<file path="src/rtl/b_mux_pkg.sv">
// b_mux_pkg: FSM encoding and width helpers for the scanning N:1 mux.
// Shared by b_dwell_cnt and b_muxn_scan.
package b_mux_pkg;

  typedef enum logic {
    ST_MANUAL = 1'b0,
    ST_SCAN   = 1'b1
  } state_e;

  function automatic int sel_w(input int n);
    return (n > 1) ? $clog2(n) : 1;
  endfunction

  function automatic int cnt_w(input int d);
    return $clog2(d + 1);
  endfunction

endpackage

</file>
<file path="src/rtl/b_dwell_cnt.sv">
// b_dwell_cnt: free-running 0..DWELL-1 counter with
// synchronous clear and terminal-count flag.
module b_dwell_cnt
  import b_mux_pkg::*;
#(
  parameter int DWELL = 100
) (
  input  logic clk,
  input  logic rst_n,
  input  logic i_clr,
  output logic o_tc
);

  localparam int CW = cnt_w(DWELL);
  localparam logic [CW-1:0] LAST = CW'(DWELL - 1);

  logic [CW-1:0] r_cnt;

  assign o_tc = (r_cnt == LAST);

  always_ff @(posedge clk or negedge rst_n) begin
    if (!rst_n) begin
      r_cnt <= '0;
    end else if (i_clr || o_tc) begin
      r_cnt <= '0;
    end else begin
      r_cnt <= r_cnt + 1'b1;
    end
  end

endmodule

</file>
<file path="src/rtl/b_muxn_scan.sv">
// b_muxn_scan: registered N:1 mux with manual select or dwell scan.
// Optional per-channel enable mask via B_MUX_CH_MASK_EN.
module b_muxn_scan
  import b_mux_pkg::*;
#(
  parameter  int WIDTH  = 1,
  parameter  int NUM_IN = 2,
  parameter  int DWELL  = 100,
  localparam int SEL_W  = sel_w(NUM_IN)
) (
  input  logic                    clk,
  input  logic                    rst_n,
  input  logic [NUM_IN*WIDTH-1:0] i,
  input  logic                    scan,
  input  logic [SEL_W-1:0]        sel,
  input  logic                    load,
`ifdef B_MUX_CH_MASK_EN
  input  logic [NUM_IN-1:0]       ch_mask,
`endif
  output logic [WIDTH-1:0]        y,
  output logic [SEL_W-1:0]        cur_sel,
  output logic                    y_vld,
  output logic                    sel_err
);

  state_e r_state;
  state_e w_state_nxt;

  logic [SEL_W-1:0] r_sel;
  logic [SEL_W-1:0] w_sel_nxt;
  logic [SEL_W-1:0] w_nxt_hi;
  logic [SEL_W-1:0] w_nxt_lo;
  logic [SEL_W-1:0] w_adv_sel;
  logic             w_hi_ok;
  logic             w_lo_ok;
  logic             w_adv_ok;

  logic [NUM_IN-1:0] w_mask;
  logic              w_sel_ok;
  logic              w_run;
  logic              w_tc;

  logic [WIDTH-1:0] r_y;
  logic [WIDTH-1:0] w_y_nxt;
  logic             r_vld;
  logic             w_vld_nxt;
  logic             r_err;
  logic             w_err_nxt;

`ifdef B_MUX_CH_MASK_EN
  assign w_mask = ch_mask;
`else
  assign w_mask = '1;
`endif

  // Counter only runs while scanning and scan is still requested;
  // any other cycle holds it at zero.
  assign w_run = (r_state == ST_SCAN) && scan;

  b_dwell_cnt #(
    .DWELL (DWELL)
  ) u_cnt (
    .clk   (clk),
    .rst_n (rst_n),
    .i_clr (!w_run),
    .o_tc  (w_tc)
  );

  // Next enabled channel after r_sel: lowest enabled above it,
  // otherwise wrap to the lowest enabled at or below it.
  always_comb begin
    w_nxt_hi = r_sel;
    w_hi_ok  = 1'b0;
    w_nxt_lo = r_sel;
    w_lo_ok  = 1'b0;
    for (int j = NUM_IN - 1; j >= 0; j--) begin
      if (w_mask[j] && (SEL_W'(j) > r_sel)) begin
        w_nxt_hi = SEL_W'(j);
        w_hi_ok  = 1'b1;
      end
      if (w_mask[j] && (SEL_W'(j) <= r_sel)) begin
        w_nxt_lo = SEL_W'(j);
        w_lo_ok  = 1'b1;
      end
    end
  end

  assign w_adv_sel = w_hi_ok ? w_nxt_hi : w_nxt_lo;
  assign w_adv_ok  = w_hi_ok | w_lo_ok;

  // A request is valid only if it names an existing, enabled channel.
  always_comb begin
    w_sel_ok = 1'b0;
    for (int j = 0; j < NUM_IN; j++) begin
      if (sel == SEL_W'(j)) begin
        w_sel_ok = w_mask[j];
      end
    end
  end

  always_comb begin
    w_state_nxt = scan ? ST_SCAN : ST_MANUAL;
    w_sel_nxt   = r_sel;
    w_vld_nxt   = 1'b0;
    w_err_nxt   = 1'b0;
    unique case (r_state)
      ST_MANUAL: begin
        if (load) begin
          if (w_sel_ok) begin
            w_sel_nxt = sel;
            w_vld_nxt = 1'b1;
          end else begin
            w_err_nxt = 1'b1;
          end
        end
      end
      ST_SCAN: begin
        if (w_run && w_tc && w_adv_ok) begin
          w_sel_nxt = w_adv_sel;
          w_vld_nxt = 1'b1;
        end
      end
      default: begin
        w_state_nxt = ST_MANUAL;
      end
    endcase
  end

  always_comb begin
    w_y_nxt = '0;
    for (int j = 0; j < NUM_IN; j++) begin
      if (w_sel_nxt == SEL_W'(j)) begin
        w_y_nxt = i[j*WIDTH +: WIDTH];
      end
    end
  end

  always_ff @(posedge clk or negedge rst_n) begin
    if (!rst_n) begin
      r_state <= ST_MANUAL;
      r_sel   <= '0;
      r_y     <= '0;
      r_vld   <= 1'b0;
      r_err   <= 1'b0;
    end else begin
      r_state <= w_state_nxt;
      r_sel   <= w_sel_nxt;
      r_y     <= w_y_nxt;
      r_vld   <= w_vld_nxt;
      r_err   <= w_err_nxt;
    end
  end

  assign y       = r_y;
  assign cur_sel = r_sel;
  assign y_vld   = r_vld;
  assign sel_err = r_err;

endmodule

</file>
<file path="config.mk">
export PLATFORM = sky130hd
export DESIGN_NAME = b_muxn_scan
export DESIGN_NICKNAME = d
export VERILOG_FILES = /design/src/rtl/b_mux_pkg.sv /design/src/rtl/b_dwell_cnt.sv /design/src/rtl/b_muxn_scan.sv
export SDC_FILE = /design/constraint.sdc
export NUM_CORES = 1
export LEC_CHECK = 0
export CAP_MARGIN = 20
export CORE_AREA = 2 2 39 41
export DETAILED_ROUTE_END_ITERATION = 7
export DIE_AREA = 0 0 41 43
export PLACE_DENSITY_LB_ADDON = 0.05
export SYNTH_ARGS = -nofsm -noshare
export SYNTH_HDL_FRONTEND = slang
export SYNTH_SLANG_ARGS = --single-unit
export TNS_END_PERCENT = 100
</file>
<file path="constraint.sdc">
create_clock -name clk -period 2.4 [get_ports clk]
set_input_delay 0.24 -clock clk [delete_from_list [all_inputs] [get_ports clk]]
set_output_delay 0.24 -clock clk [all_outputs]
set_load 0.02 [all_outputs]
</file>
# After elaboration in Yosys (flattened, before gate mapping)
# Index checks and enable logic that the tools add are counted.
[totals] ff_bits=11 input_bits=7 out_inout_bits=4 wordCells=36
[op_classes] addsub=1 order_cmp=4 eq_ne=1 muxes=18 n_bitwise=2 reduce_logical=5
[ops] op="$mux 1" count=15
[ops] op="$add 7x1->7 const B" count=1
[ops] op="$eq 7x7->1 const B" count=1
[ops] op="$mux 7" count=1
[ops] op="$pmux 1 s2" count=2
[ops] op="$logic_and 1x1->1" count=3
[ops] op="$gt 1x1->1 const A" count=2
[ops] op="$le 1x1->1 const A" count=2
[ops] op="$logic_not 1->1" count=1
[ops] op="$logic_or 1x1->1" count=1
[ops] op="$not 1->1" count=1
[ops] op="$or 1x1->1" count=1

# Logic depth before layout (Yosys ltp)
# Gate-level depths: netlist of run 1.
[logic_depth] word_depth=8 depth_mapped=5 ltp_nobuf=5

# By module
# Synthesis of run 1 repeated with hierarchy kept, for this count alone.
[unflattened] hier_cells=45 area_unflattened_um2=510.5
[modules_own_cells] mod="b_dwell_cnt" n_inst=1 cells_each=31 area_each_um2=319.1 seq_area_each_um2=175.2
[modules_own_cells] mod="b_muxn_scan" n_inst=1 cells_each=14 area_each_um2=191.4 seq_area_each_um2=100.1

# Worst setup path before layout of run 1
# No wires, ideal clock.
[synth_timing] path_type="register to register" startpoint="register u_cnt.r_cnt[2]" endpoint="register r_y (netlist: y)" setup_time_ns=0.128 arrival_time_ns=1.630 required_ns=2.272 path_slack_ns=0.642 path_stages_with_launch=5 n_path_buf=0 period_less_slack_ns=1.758 path_cell_list="dfrtp_1 > or3b_1 > or3_1 > a31oi_2 > mux2_1"
[synth_between] elab_chain_len=6
[synth_rtl] element="start, declared" line="b_dwell_cnt.sv:17" text="logic [CW-1:0] r_cnt;"
[synth_rtl] element="start signal, assigned" line="b_dwell_cnt.sv:27" text="r_cnt <= r_cnt + 1'b1;"
[synth_rtl] element="$eq 7x7->1" line="b_dwell_cnt.sv:19" text="assign o_tc = (r_cnt == LAST);"
[synth_rtl] element="$logic_and 1x1->1 (2 in a row)" line="b_muxn_scan.sv:118" text="if (w_run && w_tc && w_adv_ok) begin"
[synth_rtl] element="$mux 1" line="b_muxn_scan.sv:118"
[synth_rtl] element="$pmux 1 s2" line="b_muxn_scan.sv:106" text="unique case (r_state)"
[synth_rtl] element="via w_sel_nxt" line="b_muxn_scan.sv:30" text="logic [SEL_W-1:0] w_sel_nxt;"
[synth_rtl] element="$mux 1" line="b_muxn_scan.sv:132" text="if (w_sel_nxt == SEL_W'(j)) begin"
[synth_rtl] element="via w_y_nxt" line="b_muxn_scan.sv:44" text="logic [WIDTH-1:0] w_y_nxt;"
[synth_rtl] element="end signal, assigned" line="b_muxn_scan.sv:148" text="r_y <= w_y_nxt;"
[synth_rtl] element="end, declared" line="b_muxn_scan.sv:43" text="logic [WIDTH-1:0] r_y;"
# The timed path passes the listed nets, and every way through them passes these cells.

# Final worst setup path of run 1
[layout_timing] startpoint="register u_cnt.r_cnt[0]" endpoint="register r_y (netlist: y)"
# Same word-level chain as after synthesis.

==> flow_summary_export.csv, run 1 <==
group,metric,value,unit
status,status,"finished, final reports clean",
place,dp.cells,71,
worst_setup_path,path_class,"reg2reg",
run,cap_violations,0,
worst_setup_path,required,2.55,ns
sta,rsz0062_at_grt,"no",
detailed_routing,vias_per_cell,5.11,
worst_setup_path,cp_max_fo,4,
sta,period_share,78.6,%
clock_network,post-cts-setup-buffer-count,0,
cells_and_area,drive_gt1_share,8.47,%
floorplanning,die_width,41,um
synth,yosysTopAreaCellShare,55.7,%
synth,syn_inst,46,
worst_setup_path,reg2regPathDepth,5,
pwr,powerDensity,586,mW/mm^2
clock_network,holdBufCountCts,0,
synth,syn_nets,54,
cells_and_area,stdcell_count,75,
detailed_routing,drc,0,
synth,synth_edf_count,0,
detailed_routing,ant_nets,0,
clock_network,clk_root_buffer_cell,"clkbuf_4",
synth,ys_ff_latch,11,
pwr,seqPwrFrac,53.6,%
pwr,p_sw,0.0877,mW
cells_and_area,area_growth_syn_to_layout,27.6,%
pwr,clockPowerShare,33.6,%
detailed_routing,drt_iter0_drc,6,
floorplanning,dieArea,0.00176,sq mm
place,dp_hpwl,735,um
clock_network,clkSinkCount,11,
global_route,grt_usage,14.6,%
clock_network,cts_buffers,3,
synth,synth.top_cells.by_count,"dfrtp_1 (11), nor2_1 (5), nand3_1 (3), o21ai_0 (3), or3_1 (3)",
detailed_routing,post_drt_wl_per_cell,12.8,um
floorplanning,num_rows,14,
sta,finalHoldViolations,0,
cells_and_area,num-nets-final,68,
sta,setup_viol,0,
floorplanning,design.core.area,0.00138,sq mm
synth,synth-seq-area-share,55.7,%
pwr,power.internal,0.282,mW
clock_network,clkTransAtPathRegs,0.07,ns
floorplanning,initial_core_util,35.7,%
pwr,p_comb_share,12.9,%
sta,finalClockSkew,0.00228,ns
clock_network,cts_max_path_buffers,2,
synth,synth_area,494,sq um
sta,worst_slew_pin_slew,0.509,ns
sta,fin_setup_tns,0,ns
sta,drv_slew,0,
sta,slew_headroom,65.9,%
place,pre_cts_ws,0.246,ns
place,portBuffers,9,
global_route,grt_first_pass_wirelength,1.63,mm
detailed_routing,num_vias,383,
synth,synth_most_common_cell,"dfrtp_1",
pwr,ir_drop,0.250,mV
clock_network,ctsResizeCount,0,
clock_network,htree_levels,1,
clock_network,insertion_delay,0.27,ns
clock_network,cts_tree,"yes",
sta,fin_crit,1.89,ns
synth,synth_area_leader_cell,"dfrtp_1",
detailed_routing,firstDrtPassIters,2,
synth,yosys_warnings,0,
detailed_routing,totalWireLength,960,um
synth,avgSynthCellArea,10.7,sq um
pwr,p_total,0.370,mW
floorplanning,num_io_pins,11,
global_route,grt.overflow.total,0,
sta,fmax,0.530,GHz
pwr,swShare,23.7,%
hold_path,hp-class,"in2async",
synth,synth-main-ff-cell,"dfrtp_1",
pwr,leakage,0.266,nW
global_route,grt_pass1_vias,400,
synth,async_flop_share,100,%
synth,synth_top_cells_by_area,"dfrtp_1 (56%), nor2_1 (3.8%), or3_1 (3.8%)",
worst_setup_path,startpoint_type,"register",
floorplanning,fp.dieH,43,um
cells_and_area,n_fill_cell,132,
place,gp_congestion,0.680,
worst_setup_path,critPathArrivalTime,2.03,ns
worst_setup_path,worst_setup_path_end_kind,"register",
cells_and_area,diodes,0,
sta,layout_setup_ws,0.513,ns
global_route,antenna_found_initial,0,
global_route,grt_max_degree,12,
synth,synth_cell_type_count,22,
-- per-layer routing --
layer / vias up / global-route usage (%) / wire, um
met1: 182 / 15.2 / 388
met4: 0 / 10.0 / 27
met3: 4 / 4.71 / 56
met2: 13 / 23.1 / 487
met5: - / 0 / 0
li1: 184 / - / -
-- power by group through the flow --
stage               clock network, mW  registers (mW)  logic, mW
floorplan                           0           0.206     0.0160
global placement                    0           0.201     0.0471
detailed placement                  0           0.202     0.0485
CTS                             0.130           0.198     0.0487
global route                    0.142           0.199     0.0527
finish                          0.124           0.198     0.0476
-- metrics by stage --
stage	utilization, %	instance area, sq um	hold slack, ns
final	45.6	631	0.310
after global routing	45.6	631	0.345
after CTS	45.6	631	0.323
after detailed placement	43.7	604	0.495
after global placement	43.7	604	0.480
after floorplan	-	494	-0.0556
-- area by class of cell --
cell class              count  area, sq um  area share (%)
inverters                   2         7.51            1.19
clock buffers               4         26.3            4.17
flip-flops and latches     11          275            43.7
repair buffers             10         97.6            15.5
multi-input cells          32          204            32.3
well taps                  16         20.0            3.17
-- logic make-up after synthesis --
group           after synthesis  share of synthesized area, %
compound gates                9                          12.4
xor+xnor                      3                          5.32
fa+ha+maj                     1                          2.53
buf+inv                       3                          3.04
flops                        11                          55.7
mux                           1                          2.28
other cells                   1                         0.759
simple gates                 17                          18.0
-- sequential cells by signal (all words and copies together), names as in the netlist --
signal / flops
r_state: 1
u_cnt.r_cnt: 7
y: 1
y_vld: 1
cur_sel: 1
-- placed cells by master, fill, tap and decap left out, types with 2 or more instances in the layout --
| master | Yosys | routed |
|---|---|---|
| a21oi_1 | 2 | 2 |
| dfrtp_1 | 11 | 11 |
| clkdlybuf4s50_1 | 0 | 9 |
| inv_1 | 2 | 2 |
| clkbuf_4 | 0 | 3 |
| or3_1 | 3 | 3 |
| o21ai_0 | 3 | 3 |
| xor2_1 | 2 | 2 |
| nand2_1 | 2 | 2 |
| nand3_1 | 3 | 3 |
| nor2_1 | 5 | 5 |
-- worst paths after layout --
path	startpoint	endpoint	slack, ns
worst max-delay path	u_cnt.r_cnt[0]	y	0.51
worst min-delay path	rst_n	cur_sel	0.31
worst max register to register	u_cnt.r_cnt[0]	y	0.51
worst min register to register	u_cnt.r_cnt[0]	u_cnt.r_cnt[0]	0.50
max in group asynchronous	rst_n	r_state	1.75
min in group clk	scan	r_state	0.49
-- worst max-delay path, cell delays in order (launching register included) --
cell	delay (ns)
dfrtp_1	0.40
ha_1	0.25
nand4b_1	0.18
or3_1	0.39
a31oi_2	0.20
mux2_1	0.35
Note: power is estimated with default switching activity, not from simulation.
==> run 2: changes to the inputs <==
clock period = 1.9 ns   (was 2.4 ns; I/O delays follow)
==> run 2 against run 1 <==
Effect of this change: largest power group unchanged; global-route usage decreased by 0.16 points; register-to-register slack got worse by 0.37 ns; maximum frequency up 7.3%.
==> flow_summary_export.csv, run 2 (synthesis gave the netlist of run 1 again) <==
group,metric,value,unit
worst_setup_path,regToRegStartpoint,"u_cnt.r_cnt[0]",
global_route,grt_pass1_vias,406,
detailed_routing,totalWireLength,986,um
worst_setup_path,crit_start,"u_cnt.r_cnt[0]",
sta,finalHoldViolations,0,
global_route,grt_first_pass_wirelength,1.62,mm
cells_and_area,regMostFlops,"u_cnt.r_cnt",
sta,fin_crit,1.76,ns
worst_setup_path,cp.depth,5,
cells_and_area,regArea,275,sq um
detailed_routing,firstDrtPassIters,4,
clock_network,ctsResizeCount,0,
clock_network,cts_tree,"yes",
worst_setup_path,critPathArrivalTime,1.90,ns
detailed_routing,drc,0,
global_route,antenna_found_initial,0,
worst_setup_path,cp_cell_sequence,"ha_1, nand4b_1, or3_1, a31oi_2, mux2_1",
cells_and_area,area_growth_syn_to_layout,36.7,%
clock_network,post-cts-setup-buffer-count,0,
worst_setup_path,reg2regPathDepth,5,
cells_and_area,n_fill_cell,131,
cells_and_area,diodes,0,
cells_and_area,largest_register_ffs,7,
clock_network,clk_root_buffer_cell,"clkbuf_4",
worst_setup_path,endpoint,"y",
sta,slew_headroom,66.7,%
worst_setup_path,startpoint_type,"register",
worst_setup_path,reg2reg_slack,0.14,ns
clock_network,cts_max_path_buffers,2,
pwr,clockPowerShare,32.7,%
pwr,ir_drop,0.328,mV
detailed_routing,post_drt_wl_per_cell,12.2,um
cells_and_area,num-nets-final,74,
clock_network,clkTransAtPathRegs,0.06,ns
sta,hold_ws,0.262,ns
pwr,powerDensity,688,mW/mm^2
run,cap_violations,0,
pwr,leakage,0.297,nW
clock_network,htree_levels,1,
place,dp_hpwl,746,um
worst_setup_path,cpLargestDelayFamily,"simple AND/OR/NAND/NOR gates",
pwr,p_sw,0.106,mW
pwr,seqPwrFrac,53.7,%
worst_setup_path,reg2reg_to,"y",
detailed_routing,drt_iter0_drc,3,
cells_and_area,final_common_cell,"dfrtp_1",
place,dp.cells,77,
clock_network,cts_buffers,3,
place,portBuffers,9,
detailed_routing,num_vias,408,
status,status,"finished, final reports clean",
sta,setup_viol,0,
global_route,grt.overflow.total,0,
clock_network,clkSinkCount,11,
cells_and_area,multiInputGateArea,204,sq um
floorplanning,num_rows,14,
sta,finalClockSkew,0.000624,ns
cells_and_area,fin_util,48.8,%
floorplanning,dieArea,0.00176,sq mm
worst_setup_path,path_class,"reg2reg",
pwr,swShare,22.8,%
pwr,p_total,0.465,mW
global_route,grt_usage,14.4,%
worst_setup_path,required,2.04,ns
floorplanning,fp.dieH,43,um
floorplanning,die_width,41,um
worst_setup_path,crit_path_max_incr_delay,0.41,ns
worst_setup_path,slowest_stage,"dfrtp_1",
cells_and_area,drive_gt1_share,16.9,%
sta,worst_slew_pin_slew,0.498,ns
worst_setup_path,cp_max_fo,4,
clock_network,insertion_delay,0.26,ns
clock_network,holdBufCountCts,0,
place,gp_congestion,0.685,
sta,period_share,92.6,%
sta,fmax,0.568,GHz
sta,drv_slew,0,
hold_path,hp-class,"in2async",
cells_and_area,stdcell_count,81,
detailed_routing,ant_nets,0,
cells_and_area,final_cell_mix,"dfrtp_1 (11), clkdlybuf4s50_1 (9), buf_4 (7), nor2_1 (5)",
worst_setup_path,worst_setup_path_end_kind,"register",
floorplanning,initial_core_util,35.7,%
sta,rsz0062_at_grt,"no",
floorplanning,num_io_pins,11,
pwr,power.internal,0.359,mW
floorplanning,design.core.area,0.00138,sq mm
worst_setup_path,path_buf_inv,0,
global_route,grt_max_degree,12,
detailed_routing,vias_per_cell,5.04,
pwr,p_comb_share,13.6,%
## run 2: cell count changes in the layout (fill, tap and decap cells not counted), sizes merged
cell | previous run | this run
buf | 1 | 7
## run 2: layout make-up
type,instances,share of cell area [%]
sequential,11,40.7
clock buffer,4,3.89
inverter,2,1.11
tap,16,2.96
timing repair buffer,16,21.1
multi-input combinational,32,30.2
## run 2: worst min-delay path by stage
stage,end,from,cells past startpoint
after floorplan,cur_sel,rst_n,0
after global placement,u_cnt.r_cnt[0],u_cnt.r_cnt[0],1
after detailed placement,u_cnt.r_cnt[0],u_cnt.r_cnt[0],1
after CTS,cur_sel,rst_n,1
after global routing,y,rst_n,1
final,cur_sel,rst_n,1
## run 2: power groups by stage
stage               Combinational, mW  Clock, mW  Sequential (mW)
finish                         0.0634      0.152            0.250
global route                   0.0698      0.184            0.252
CTS                            0.0645      0.160            0.250
detailed placement             0.0642          0            0.254
global placement               0.0630          0            0.254
floorplan                      0.0202          0            0.261
## run 2: worst register-to-register path: stages, from the launching register on
cell      delay, ns
dfrtp_1        0.41
ha_1           0.21
nand4b_1       0.13
or3_1          0.37
a31oi_2        0.19
mux2_1         0.33
## run 2: through the flow
| step | cell area [sq um] | setup slack [ns] | setup TNS [ns] |
|---|---|---|---|
| 3_3_place_gp | 649 | -0.101 | -0.101 |
| 5_1_grt | 676 | 0.0534 | 0 |
| 2_1_floorplan | 494 | 0.142 | 0 |
| 6_report | 676 | 0.141 | 0 |
| 4_1_cts | 676 | 0.120 | 0 |
| 3_5_place_dp | 649 | -0.124 | -0.124 |
## run 2: per-layer routing
layer	track usage [%]	share of wire, %
met1	15.0	40
met2	23.8	54
met3	4.71	5.5
met4	8.00	0.41
met5	0	0
